===== src/rtl/dmem_bridge_pkg.sv =====
// Shared types and helpers for the data-memory bridge and its write buffer.
package dmem_bridge_pkg;

  localparam int ADDR_W_C = 32;
  localparam int DATA_W_C = 32;

  // Load-side bus sequencer states; stores never leave IDLE.
  typedef enum logic [1:0] {
    IDLE    = 2'b00,
    RD_REQ  = 2'b01,
    RD_WAIT = 2'b10,
    RD_DONE = 2'b11
  } dmem_state_t;

  // One posted store: word-aligned address plus data.
  typedef struct packed {
    logic [ADDR_W_C-1:0] addr;
    logic [DATA_W_C-1:0] data;
  } wbuf_entry_t;

  // The bus is word-only, so byte offsets are dropped.
  function automatic logic [ADDR_W_C-1:0] word_align(input logic [ADDR_W_C-1:0] a);
    return {a[ADDR_W_C-1:2], 2'b00};
  endfunction

  // Any nonzero byte offset marks a misaligned word access.
  function automatic logic is_misaligned(input logic [1:0] lsb);
    return (lsb != 2'b00);
  endfunction

endpackage


===== src/rtl/dmem_bridge_wbuf_fifo.sv =====
// Posted-store FIFO. Pointers carry one extra wrap bit so full and empty
// are distinguishable without a separate counter.
module dmem_bridge_wbuf_fifo
  import dmem_bridge_pkg::*;
#(
  parameter int DEPTH = 4
) (
  input  logic        clk_i,
  input  logic        reset_i,
  input  logic        push_i,
  input  wbuf_entry_t push_data_i,
  input  logic        pop_i,
  output wbuf_entry_t head_o,
  output logic        full_o,
  output logic        empty_o
);

  localparam int PTR_W = $clog2(DEPTH);

  logic [PTR_W:0] wr_ptr_r;
  logic [PTR_W:0] rd_ptr_r;
  wbuf_entry_t    mem_r [DEPTH];
  logic           push_ok_s;
  logic           pop_ok_s;

  assign empty_o   = (wr_ptr_r == rd_ptr_r);
  assign full_o    = (wr_ptr_r[PTR_W] != rd_ptr_r[PTR_W]) &&
                     (wr_ptr_r[PTR_W-1:0] == rd_ptr_r[PTR_W-1:0]);
  assign push_ok_s = push_i && !full_o;
  assign pop_ok_s  = pop_i && !empty_o;
  assign head_o    = mem_r[rd_ptr_r[PTR_W-1:0]];

  // Advance pointers; a simultaneous push and pop moves both and keeps the count.
  always_ff @(posedge clk_i or posedge reset_i) begin
    if (reset_i) begin
      wr_ptr_r <= '0;
      rd_ptr_r <= '0;
    end else begin
      if (push_ok_s) begin
        wr_ptr_r <= wr_ptr_r + {{PTR_W{1'b0}}, 1'b1};
      end
      if (pop_ok_s) begin
        rd_ptr_r <= rd_ptr_r + {{PTR_W{1'b0}}, 1'b1};
      end
    end
  end

  // Entry storage, cleared on reset so the head never shows stale data.
  always_ff @(posedge clk_i or posedge reset_i) begin
    if (reset_i) begin
      for (int i = 0; i < DEPTH; i++) begin
        mem_r[i] <= '0;
      end
    end else if (push_ok_s) begin
      mem_r[wr_ptr_r[PTR_W-1:0]] <= push_data_i;
    end
  end

endmodule


===== src/rtl/dmem_bridge.sv =====
// M-stage data-memory bridge: posts stores into a write buffer, runs loads
// over a single-outstanding req/gnt/rvalid bus after the buffer drains, and
// freezes the pipeline while a load or a store to a full buffer is pending.
module dmem_bridge
  import dmem_bridge_pkg::*;
#(
  parameter int WBUF_DEPTH = 4,
  parameter int ADDR_W     = ADDR_W_C,
  parameter int DATA_W     = DATA_W_C
) (
  input  logic              clk_i,
  input  logic              reset_i,
  input  logic              memread_m_i,
  input  logic              memwrite_m_i,
  input  logic [ADDR_W-1:0] addr_m_i,
  input  logic [DATA_W-1:0] wdata_m_i,
  output logic [DATA_W-1:0] rdata_m_o,
  output logic              stall_m_o,
  output logic              err_misalign_o,
  output logic              bus_req_o,
  output logic              bus_we_o,
  output logic [ADDR_W-1:0] bus_addr_o,
  output logic [DATA_W-1:0] bus_wdata_o,
  input  logic              bus_gnt_i,
  input  logic              bus_rvalid_i,
  input  logic [DATA_W-1:0] bus_rdata_i
);

  dmem_state_t       state_r;
  logic [DATA_W-1:0] rdata_r;
  logic [ADDR_W-1:0] rd_addr_r;
  logic              misalign_r;

  logic              push_s;
  logic              pop_s;
  logic              stall_s;
  logic              wbuf_full_s;
  logic              wbuf_empty_s;
  wbuf_entry_t       wbuf_head_s;
  wbuf_entry_t       push_entry_s;
  logic              bus_req_s;
  logic              bus_we_s;
  logic [ADDR_W-1:0] bus_addr_s;
  logic [DATA_W-1:0] bus_wdata_s;

  assign push_entry_s.addr = word_align(addr_m_i);
  assign push_entry_s.data = wdata_m_i;

  dmem_bridge_wbuf_fifo #(
    .DEPTH (WBUF_DEPTH)
  ) u_wbuf (
    .clk_i       (clk_i),
    .reset_i     (reset_i),
    .push_i      (push_s),
    .push_data_i (push_entry_s),
    .pop_i       (pop_s),
    .head_o      (wbuf_head_s),
    .full_o      (wbuf_full_s),
    .empty_o     (wbuf_empty_s)
  );

  // Bus mux, buffer push/pop and pipeline stall, decoded from the current state.
  always_comb begin
    stall_s     = 1'b0;
    push_s      = 1'b0;
    pop_s       = 1'b0;
    bus_req_s   = 1'b0;
    bus_we_s    = 1'b0;
    bus_addr_s  = '0;
    bus_wdata_s = '0;
    case (state_r)
      IDLE: begin
        // The buffer drains whenever no load owns the bus.
        if (!wbuf_empty_s) begin
          bus_req_s   = 1'b1;
          bus_we_s    = 1'b1;
          bus_addr_s  = wbuf_head_s.addr;
          bus_wdata_s = wbuf_head_s.data;
          pop_s       = bus_gnt_i;
        end else begin
          pop_s = 1'b0;
        end
        // Loads always wait; stores only when the buffer has no room.
        // A slot freed by a pop this cycle is only usable next cycle.
        if (memread_m_i) begin
          stall_s = 1'b1;
        end else if (memwrite_m_i) begin
          stall_s = wbuf_full_s;
          push_s  = !wbuf_full_s;
        end else begin
          stall_s = 1'b0;
        end
      end
      RD_REQ: begin
        bus_req_s  = 1'b1;
        bus_we_s   = 1'b0;
        bus_addr_s = rd_addr_r;
        stall_s    = 1'b1;
      end
      RD_WAIT: begin
        stall_s = 1'b1;
      end
      RD_DONE: begin
        stall_s = 1'b0;
      end
      default: begin
        stall_s = 1'b0;
      end
    endcase
  end

  // Load sequencer: waits for an empty buffer, then request, data, hand-off.
  always_ff @(posedge clk_i or posedge reset_i) begin
    if (reset_i) begin
      state_r   <= IDLE;
      rdata_r   <= '0;
      rd_addr_r <= '0;
    end else begin
      case (state_r)
        IDLE: begin
          if (memread_m_i && wbuf_empty_s) begin
            state_r   <= RD_REQ;
            rd_addr_r <= word_align(addr_m_i);
          end else begin
            state_r <= IDLE;
          end
        end
        RD_REQ: begin
          if (bus_gnt_i) begin
            state_r <= RD_WAIT;
          end else begin
            state_r <= RD_REQ;
          end
        end
        RD_WAIT: begin
          if (bus_rvalid_i) begin
            state_r <= RD_DONE;
            rdata_r <= bus_rdata_i;
          end else begin
            state_r <= RD_WAIT;
          end
        end
        RD_DONE: begin
          state_r <= IDLE;
        end
        default: begin
          state_r <= IDLE;
        end
      endcase
    end
  end

  // Sticky misalignment flag; the access itself still goes out word-aligned.
  always_ff @(posedge clk_i or posedge reset_i) begin
    if (reset_i) begin
      misalign_r <= 1'b0;
    end else if ((memread_m_i || memwrite_m_i) && is_misaligned(addr_m_i[1:0])) begin
      misalign_r <= 1'b1;
    end else begin
      misalign_r <= misalign_r;
    end
  end

  assign rdata_m_o      = rdata_r;
  assign stall_m_o      = stall_s;
  assign err_misalign_o = misalign_r;
  assign bus_req_o      = bus_req_s;
  assign bus_we_o       = bus_we_s;
  assign bus_addr_o     = bus_addr_s;
  assign bus_wdata_o    = bus_wdata_s;

endmodule


===== config.mk =====
export PLATFORM = sky130hd
export DESIGN_NAME = dmem_bridge
export DESIGN_NICKNAME = d
export VERILOG_FILES = /design/src/rtl/dmem_bridge_pkg.sv /design/src/rtl/dmem_bridge_wbuf_fifo.sv /design/src/rtl/dmem_bridge.sv
export SDC_FILE = /design/constraint.sdc
export NUM_CORES = 1
export LEC_CHECK = 0
export BUFFER_PORTS_ARGS = -buffer_cell sky130_fd_sc_hd__buf_2
export CAP_MARGIN = 5
export CORE_MARGIN = 4
export CORE_UTILIZATION = 40
export CTS_BUF_LIST = sky130_fd_sc_hd__clkbuf_8
export CTS_CLUSTER_SIZE = 8
export DETAILED_ROUTE_END_ITERATION = 10
export SYNTH_ARGS = -nofsm -noshare
export SYNTH_HDL_FRONTEND = slang
export SYNTH_SLANG_ARGS = --single-unit

===== constraint.sdc =====
create_clock -name clk_i -period 12.4 [get_ports clk_i]
set_input_delay 0.62 -clock clk_i [delete_from_list [all_inputs] [get_ports clk_i]]
set_output_delay 0.62 -clock clk_i [all_outputs]
set_load 0.05 [all_outputs]

==> impl_results.md <==
* FF+latch count, synth at 319
* Share of the clock period used by the worst path at 35.32%
* WL final at 30880 µm
* CTS tree: yes
* Synthesis-to-layout area growth at 17.11%
* Worst r2r src: u_wbuf.rd_ptr_r[0]$_DFFE_PP0P_
* Post-route cell area at 16690 µm²
* Fraction of layout cells with a size suffix above 1 at 54.24%
* Post-route ant nets at 0
* Netlist Area Pre-Place at 14250 µm²
* Gr usage total at 15.93%
* Initial core utilization at 40.95%
* Area of the multi-input gates at 5837 µm²
* Die span in y at 196.7 µm
* Total global routing overflow at 0
* PortBufs at 199
* RSZ-0062 raised after global routing: false
* Setup crit start: u_wbuf.rd_ptr_r[0]$_DFFE_PP0P_
* Final setup violation count at 0
* Worst slew pin tran at 1.089 ns
* Clock-pin slew on the worst setup and hold paths at 0.06 ns
* CP arrival at 3.76 ns
* Drt pass-1 iters at 4
* Outcome: finished clean
* Hpwl dp at 18740 µm
* Initial antenna violation count at 2
* Startpoint Class: flip-flop
* Setup Fix Bufs, Post-CTS at 0
* Vias per cell at 5.140
* Max-cap violations at 0
* CTS Sinks at 319
* FF-to-FF path depth at 5
* GP Congestion at 0.7075
* Setup TNS at 0 ns
* CTS root buffer: clkbuf_8
* Kind of end point of the critical path: primary output
* Placed Area at 15540 µm²
* CP Class: reg2out
* Reg-to-reg slack, setup at 9.10 ns
* Sequential area share after synthesis at 56.02%
* Register Area at 7990 µm²
* Top FF cell, synth: dfrtp_1
* Slew Limit Fails at 0
* Row Count at 68
* Area of the core at 34800 µm²
* Die area at 38700 µm²
* Final nets at 1186
* Vias at 8095
* Cell count after synthesis at 862
* Rel. slew slack at 27.37%
* Unique masters post-synth at 33
* Reg2reg end: u_wbuf.mem_r[31]$_DFFE_PP0P_
* Ys async rst share at 100.0%
* Die X at 196.7 µm
* CTS Buf Count at 54
* Hold crit path type: in2async
* Number of synthesized flops with an enable pin at 0
* Syn avg cell area at 16.53 µm²
* Worst EP required at 11.78 ns
* Hold_buf cts at 0
* Skew-Pair Late Insertion Delay at 0.59 ns
* Largest net degree at the start of global routing at 116
* Critical-path maximum fanout at 38
* WL per Instance at 19.61 µm
* Fill cells at 3041
* Crit path to: bus_addr_o[19]
* Setup Skew at 0.01520 ns
* Initial DRC Count at 316
* Fmax at 228.3 MHz
* Drt drc at 0
* Final Hold Viols at 0
* Ys Warns at 0
* H-Tree Depth at 2
* Hold_ws at 0.2051 ns
* First-pass GRT wire length at 49590 µm
* Fin crit period at 4.380 ns
* CTS resizes at 0
* Longest Clk Path Bufs at 3
* Top Ports at 202
* Vias in the first global route at 8686
sequential cells by signal, indices dropped and copies added (netlist names), named ones only:
| register | count |
|---|---|
| rd_addr_r | 30 |
| state_r | 1 |
| u_wbuf.rd_ptr_r | 3 |
| u_wbuf.mem_r | 248 |
| err_misalign_o | 1 |
| u_wbuf.wr_ptr_r | 3 |
| rdata_m_o | 32 |
worst min path at each step:
stage                     slack [ns]  cells after the start                             to
after floorplan                 0.46                      1  u_wbuf.mem_r[120]$_DFFE_PP0P_
after global routing            0.22                      2      rdata_m_o[27]$_DFFE_PP0P_
after detailed placement        0.47                      1     err_misalign_o$_DFFE_PP0P_
after CTS                       0.19                      2       rdata_m_o[2]$_DFFE_PP0P_
final                           0.21                      2  u_wbuf.mem_r[220]$_DFFE_PP0P_
after global placement          0.46                      1     err_misalign_o$_DFFE_PP0P_
Yosys cell counts, types with 5 or more instances:
cell type / count / area, µm²
buf_6: 24 / 270.3
a22o_1: 30 / 262.8
dfrtp_1: 319 / 7983
clkbuf_1: 12 / 45.04
buf_1: 5 / 18.77
ha_1: 8 / 100.1
mux2_1: 77 / 867.1
inv_1: 5 / 18.77
mux2_2: 235 / 2646
and2_1: 32 / 200.2
buf_2: 14 / 70.07
mux4_2: 62 / 1396
cells by family (layout without fill, tap and decap cells):
family,Yosys count,in the layout,synth area share [%]
AOI/OAI and AO/OA,43,43,3.003
xor gates and xnor gates,10,10,0.7728
adders and majority gates,8,8,0.7025
buffers and inverters,63,319,3.109
DFF,319,319,56.02
muxes,374,374,34.46
other,1,3,0.02632
and+or+nand+nor,44,44,1.905
layer usage:
metal | share of wire (%) | wire (µm) | global-route usage [%]
met2 | 45 | 13770 | 23.91
met3 | 6.1 | 1871 | 3.915
met1 | 48 | 14700 | 23.56
met5 | 0.087 | 27 | 0
met4 | 1.7 | 518 | 3.878
layout make-up:
cell class,count,area share [%]
clock inverter,26,0.8398
multi-input combinational,481,34.98
timing repair buffer,215,6.689
sequential,319,47.89
antenna,1,0.01500
inverter,5,0.1575
clock buffer,73,6.021
tap,455,3.412
worst max-delay path: stages (launching register included):
cell	delay, ns
dfrtp_4	0.96
xor2_2	0.59
o31a_2	0.62
buf_4	0.46
a22o_1	0.20
buf_2	0.26
cell usage in the layout, fill, tap and decap left out, drive strengths merged, types with 3 or more instances in the layout:
| cell | instances |
|---|---|
| dfrtp | 319 |
| mux2 | 312 |
| buf | 215 |
| clkbuf | 73 |
| mux4 | 62 |
| and2 | 32 |
| a22o | 30 |
| inv | 25 |
| ha | 8 |
| clkinv | 5 |
| xnor2 | 5 |
| xor2 | 5 |
| o311ai | 4 |
| nand2 | 3 |
stage by stage:
stage | util [%] | setup slack [ns] | cells
2_1_floorplan | - | 2.952 | 863
3_3_place_gp | 44.65 | 8.587 | 1475
3_5_place_dp | 44.65 | 8.460 | 1475
4_1_cts | 47.94 | 7.793 | 1574
5_1_grt | 47.94 | 7.676 | 1574
6_report | 47.95 | 8.020 | 1575
Power is left out: the tool's default activity adds up to more than one toggle a clock period on the data nets, which glitch-free logic cannot reach.
